## config.mk

```make
export PLATFORM = sky130hd
export DESIGN_NAME = wb_trace_fifo
export DESIGN_NICKNAME = d
export VERILOG_FILES = /design/src/rtl/wb_trace_pkg.sv /design/src/rtl/wb_trace_fifo_core.sv /design/src/rtl/wb_trace_fifo.sv
export SDC_FILE = /design/constraint.sdc
export NUM_CORES = 1
export LEC_CHECK = 0
export BUFFER_PORTS_ARGS = -buffer_cell sky130_fd_sc_hd__buf_2
export CAP_MARGIN = 20
export CORE_UTILIZATION = 55
export CTS_CLUSTER_SIZE = 20
export DETAILED_ROUTE_END_ITERATION = 12
export GPL_TIMING_DRIVEN = 0
export PLACE_DENSITY = 0.73
export REMOVE_ABC_BUFFERS = 1
export SETUP_SLACK_MARGIN = 0.15
export SLEW_MARGIN = 15
export SYNTH_ARGS = -nofsm -noshare
export SYNTH_HDL_FRONTEND = slang
export SYNTH_SLANG_ARGS = --single-unit
```

## constraint.sdc

```tcl
create_clock -name clk -period 5.7 [get_ports clk]
set_input_delay 0.285 -clock clk [delete_from_list [all_inputs] [get_ports clk]]
set_output_delay 0.285 -clock clk [all_outputs]
set_load 0.01 [all_outputs]
```

## src/rtl/wb_trace_pkg.sv

```systemverilog
// Shared defaults and trace entry layout for the writeback trace FIFO.
// Latency: n/a (types and helpers only).
// Backpressure: n/a.
package wb_trace_pkg;

    localparam int TRACE_DEPTH  = 8;
    localparam int TRACE_DATA_W = 32;
    localparam int TRACE_RD_W   = 5;
    localparam int TRACE_TS_W   = 16;

    // One captured writeback, packed as {rd, data, ts} from MSB to LSB
    typedef struct packed {
        logic [TRACE_RD_W-1:0]   rd;
        logic [TRACE_DATA_W-1:0] data;
        logic [TRACE_TS_W-1:0]   ts;
    } trace_entry_t;

    // Increment that sticks at all-ones instead of wrapping
    function automatic logic [7:0] sat_inc8(input logic [7:0] v);
        return (v == 8'hFF) ? v : v + 8'd1;
    endfunction

endpackage

```

## src/rtl/wb_trace_fifo_core.sv

```systemverilog
// Generic synchronous FIFO: storage, wrap-around pointers and occupancy count.
// Latency: a pushed word is visible on dout the cycle after the push.
// Backpressure: push while full is ignored unless a pop happens the same cycle.
module wb_trace_fifo_core #(
    parameter int DEPTH = 8,
    parameter int W     = 32
) (
    input  logic                     clk,
    input  logic                     reset,
    input  logic                     clear,
    input  logic                     push,
    input  logic                     pop,
    input  logic [W-1:0]             din,
    output logic [W-1:0]             dout,
    output logic                     full,
    output logic                     empty,
    output logic [$clog2(DEPTH):0]   count
);

    localparam int AW = $clog2(DEPTH);

    logic [W-1:0]  mem [DEPTH];
    logic [AW-1:0] wr_ptr;
    logic [AW-1:0] rd_ptr;
    logic [AW:0]   cnt;
    logic          do_push;
    logic          do_pop;

    assign full    = (cnt == (AW+1)'(DEPTH));
    assign empty   = (cnt == '0);
    assign do_pop  = pop & ~empty;
    assign do_push = push & (~full | do_pop);
    assign count   = cnt;

    // Head is forced to zero when empty so the outputs read clean after reset/clear
    assign dout = empty ? '0 : mem[rd_ptr];

    // Storage write at the tail; flushes and resets cancel the write
    always_ff @(posedge clk) begin
        if (!reset && !clear && do_push) begin
            mem[wr_ptr] <= din;
        end
    end

    // Pointer and occupancy update; power-of-two depth lets pointers wrap naturally
    always_ff @(posedge clk) begin
        if (reset || clear) begin
            wr_ptr <= '0;
            rd_ptr <= '0;
            cnt    <= '0;
        end else begin
            if (do_push) begin
                wr_ptr <= wr_ptr + 1'b1;
            end
            if (do_pop) begin
                rd_ptr <= rd_ptr + 1'b1;
            end
            case ({do_push, do_pop})
                2'b10:   cnt <= cnt + 1'b1;
                2'b01:   cnt <= cnt - 1'b1;
                default: cnt <= cnt;
            endcase
        end
    end

endmodule

```

## src/rtl/wb_trace_fifo.sv

```systemverilog
// Captures CPU writebacks with a cycle timestamp into a FIFO for trace readout.
// Latency: a captured writeback appears on out_* one cycle after capture, no bypass.
// Backpressure: out_valid/out_ready; captures into a full FIFO without a pop are dropped and counted.
module wb_trace_fifo
    import wb_trace_pkg::*;
#(
    parameter int DEPTH   = TRACE_DEPTH,
    parameter int DATA_W  = TRACE_DATA_W,
    parameter int RD_W    = TRACE_RD_W,
    parameter int TS_W    = TRACE_TS_W,
    parameter int SKIP_X0 = 1
) (
    input  logic                   clk,
    input  logic                   reset,
    input  logic                   clear,
    input  logic                   wb_we,
    input  logic [RD_W-1:0]        wb_rd,
    input  logic [DATA_W-1:0]      wb_result,
    output logic                   out_valid,
    input  logic                   out_ready,
    output logic [RD_W-1:0]        out_rd,
    output logic [DATA_W-1:0]      out_data,
    output logic [TS_W-1:0]        out_ts,
    output logic [$clog2(DEPTH):0] count,
    output logic [7:0]             drop_cnt,
    output logic                   overflow
);

    localparam int E_W = RD_W + DATA_W + TS_W;

    logic [TS_W-1:0] ts;
    logic            capture;
    logic            pop;
    logic            full;
    logic            empty;
    logic            drop;
    logic [E_W-1:0]  head;

    // Register 0 writes are architecturally void, so optionally filter them out
    assign capture = wb_we && !((SKIP_X0 != 0) && (wb_rd == '0));
    assign pop     = out_ready & out_valid;
    assign drop    = capture & full & ~pop;

    assign out_valid = ~empty;
    assign {out_rd, out_data, out_ts} = head;

    wb_trace_fifo_core #(
        .DEPTH (DEPTH),
        .W     (E_W)
    ) u_core (
        .clk   (clk),
        .reset (reset),
        .clear (clear),
        .push  (capture),
        .pop   (out_ready),
        .din   ({wb_rd, wb_result, ts}),
        .dout  (head),
        .full  (full),
        .empty (empty),
        .count (count)
    );

    // Free-running timestamp; clear leaves it running, only reset restarts it
    always_ff @(posedge clk) begin
        if (reset) begin
            ts <= '0;
        end else begin
            ts <= ts + 1'b1;
        end
    end

    // Lost-capture accounting: saturating counter plus sticky flag
    always_ff @(posedge clk) begin
        if (reset || clear) begin
            drop_cnt <= '0;
            overflow <= 1'b0;
        end else if (drop) begin
            drop_cnt <= sat_inc8(drop_cnt);
            overflow <= 1'b1;
        end
    end

endmodule

```

==> results.sh <==
export IMPL_cts_tree="yes"
export IMPL_synth_edf_count=424
export IMPL_crit_path_start_kind="register"
export IMPL_start_util=0.561
export IMPL_coreArea_mm2=0.0317
export IMPL_power_density_mw_per_mm2=329
export IMPL_drt_wl_total_um=33800
export IMPL_clockBufferDepth=3
export IMPL_first_iter_violations=691
export IMPL_grt_pass1_wl_um=51500
export IMPL_max_cap_viol_count=0
export IMPL_finalHoldViolations=0
export IMPL_whs_path_depth=1
export IMPL_path_cells="nor3_2 -> a21oi_1 -> nand3_1 -> nor3_2 -> buf_4 -> buf_4 -> buf_4 -> buf_4"
export IMPL_dp_cells=1383
export IMPL_cts_buffers=46
export IMPL_synthXorXnorAreaFrac=0.0113
export IMPL_synthTopCellsByCount="edfxtp_1 (424), mux4_2 (106), nor2_1 (89)"
export IMPL_clkLatencyLatePin_ps=540
export IMPL_ant_nets=0
export IMPL_track_usage=0.210
export IMPL_fin_ws_ps=2350
export IMPL_synth_top_family_by_area="multiplexers"
export IMPL_fin_crit_ps=3350
export IMPL_rr_worst_depth=8
export IMPL_endpoint_kind="register"
export IMPL_synth_cell_types=45
export IMPL_min_path_type="input pin to register"
export IMPL_critPathMaxFanout=9
export IMPL_grt_ovfl_total=0
export IMPL_synthSimpleGateAreaFrac=0.0397
export IMPL_clockRootBuffer="clkbuf_16"
export IMPL_pin_count=109
export IMPL_power_leakage_nw=6.74
export IMPL_io_buffers=108
export IMPL_ys_seq_area_frac=0.758
export IMPL_setup_viol=0
export IMPL_synth_seq_cells=462
export IMPL_worstMarginPinSlew_ps=878
export IMPL_netlist_area_mm2=0.0178
export IMPL_vias=8703
export IMPL_r2r_start="u_core.count[1]"
export IMPL_gp_congestion=0.730
export IMPL_outcome="finished, final reports clean"
export IMPL_cp_common_cell="buf_4"
export IMPL_rr_endpoint="u_core.mem[1][24]"
export IMPL_yosysMostFrequentCell="edfxtp_1"
export IMPL_cts_setup_buffers=0
export IMPL_slew_headroom=0.411
export IMPL_critPathSlowestCell="nor3_2"
export IMPL_critPathTopFamily="simple AND/OR/NAND/NOR gates"
export IMPL_grt_start_max_net_pins=51
export IMPL_syn_area_per_cell_um2=20.3
export IMPL_syn2layout_area_growth_pct=17.4
export IMPL_peakVddDrop_v=0.000262
export IMPL_synthArstFlopShare=0
export IMPL_path_class="register to register"
export IMPL_synth_area_leaders="edfxtp_1 (72%), mux4_2 (13%), dfxtp_1 (4.3%)"
export IMPL_hold_end="u_core.mem[6][38]"
export IMPL_drive_gt1_frac=0.316
export IMPL_yosys_area_top_type_share=0.715
export IMPL_totalPowerFinal_mw=6.89
export IMPL_die_area_mm2=0.0331
export IMPL_drv_slew=0
export IMPL_crit_arrival_ps=3590
export IMPL_routed_via_density=5.91
export IMPL_synth_compound_area_frac=0.00780
export IMPL_fin_skew_ps=15.0
export IMPL_rsz0062_at_grt="no"
export IMPL_clkTransAtPathRegs_ps=60
export IMPL_fp_row_count=65
export IMPL_reg2reg_slack_ps=2350
export IMPL_h_tree_depth=2
export IMPL_antenna_cells=0
export IMPL_crit_required_ps=5940
export IMPL_synthAdderAreaFrac=0.00534
export IMPL_wire_per_inst_um=22.9
export IMPL_nets=1086
export IMPL_antenna_found_initial=0
export IMPL_first_global_vias=8804
export IMPL_worst_path_buf_inv=4
export IMPL_dieWidth_um=182
export IMPL_instances_no_fill=1473
export IMPL_firstDrtPassIters=4
export IMPL_drc=0
export IMPL_period_share=0.588
export IMPL_die_h_um=182
export IMPL_maxClockFrequency_mhz=298
export IMPL_synth_main_ff_cell="edfxtp_1"
export IMPL_hold_start="wb_result[22]"
export IMPL_hpwl_um=20400
export IMPL_post_place_ws_ps=2130
export IMPL_cts_num_sinks=462
export IMPL_syn_inst=876
export IMPL_critical_path_max_stage_delay_ps=760
export IMPL_ys_warn_count=0
export IMPL_yosys_area_top_type="edfxtp_1"
export IMPL_muxShareOfSynthArea=0.166
[cell families after synthesis]
logic type,Yosys count
AOI/OAI and AO/OA,23
xor gates and xnor gates,23
adders and majority gates,7
buffers and inverters,47
DFF,462
muxes,162
and+or+nand+nor,152
[repair_timing]
item                                   in CTS  in global routing
resized for setup                           0                  0
endpoints found under the hold margin      39                  0
hold buffers                                8                  0
setup endpoints to repair                   0                  0
[through the flow]
stage           util  cell area (um^2)  hold WS, ps  TNS [ps]
2_1_floorplan      -             17600          352         0
3_3_place_gp   0.588             18700          437   -716850
3_5_place_dp   0.610             19300          442         0
4_1_cts        0.659             20900        0.518         0
5_1_grt        0.659             20900         9.50         0
6_report       0.659             20900         20.9         0
[layer usage]
| metal | part of all wire | track usage |
|---|---|---|
| met3 | 0.047 | 0.0331 |
| met1 | 0.44 | 0.296 |
| met2 | 0.49 | 0.345 |
| met5 | 0 | 0 |
| met4 | 0.017 | 0.0558 |
[final cells by class]
type	instances	area, um^2
Sequential cell	462	13500
Fill cell	2067	10800
Multi-Input combinational cell	367	4160
Clock buffer	61	1300
Timing Repair Buffer	154	1240
Tap cell	402	503
Clock inverter	21	180
Inverter	6	22.5
[layout by cell type (no fill, tap or decap), types with 4 or more instances in the layout]
cell type	instances
a21oi_1	10
buf_12	12
buf_16	7
buf_2	108
buf_4	12
buf_8	4
clkbuf_1	7
clkbuf_16	47
clkbuf_8	7
clkinv_1	8
clkinv_2	7
dfxtp_1	35
dlygate4sd3_1	8
edfxtp_1	424
ha_1	6
inv_1	5
mux2i_1	55
mux4_2	106
nand2_1	13
nand3_1	16
nand4_1	4
nor2_1	83
nor2_4	6
nor3_1	5
o21ai_1	5
xnor2_1	14
xor2_1	9
[power by group]
group	internal, mW	switching (mW)	total [mW]
Combinational	0.109	0.146	0.255
Clock	1.73	1.18	2.92
Sequential	3.70	0.0140	3.72
Total	5.54	1.34	6.89
[worst max path at each step]
stage,to,depth (start not counted),startpoint
floorplan,out_data[0],3,register
global placement,u_core.mem[0][19],6,wb_rd[3]
detailed placement,u_core.mem[1][24],10,wb_rd[2]
CTS,out_ts[3],7,register
global route,out_data[6],7,register
finish,u_core.mem[1][24],8,u_core.count[1]
[sequential cells by signal (all words and copies together) (netlist names), named ones only]
register / count
drop_cnt: 8
overflow: 1
ts: 16
u_core.count: 4
u_core.mem: 424
u_core.rd_ptr: 3
u_core.wr_ptr: 3
Note: power is estimated with default switching activity, not from simulation.
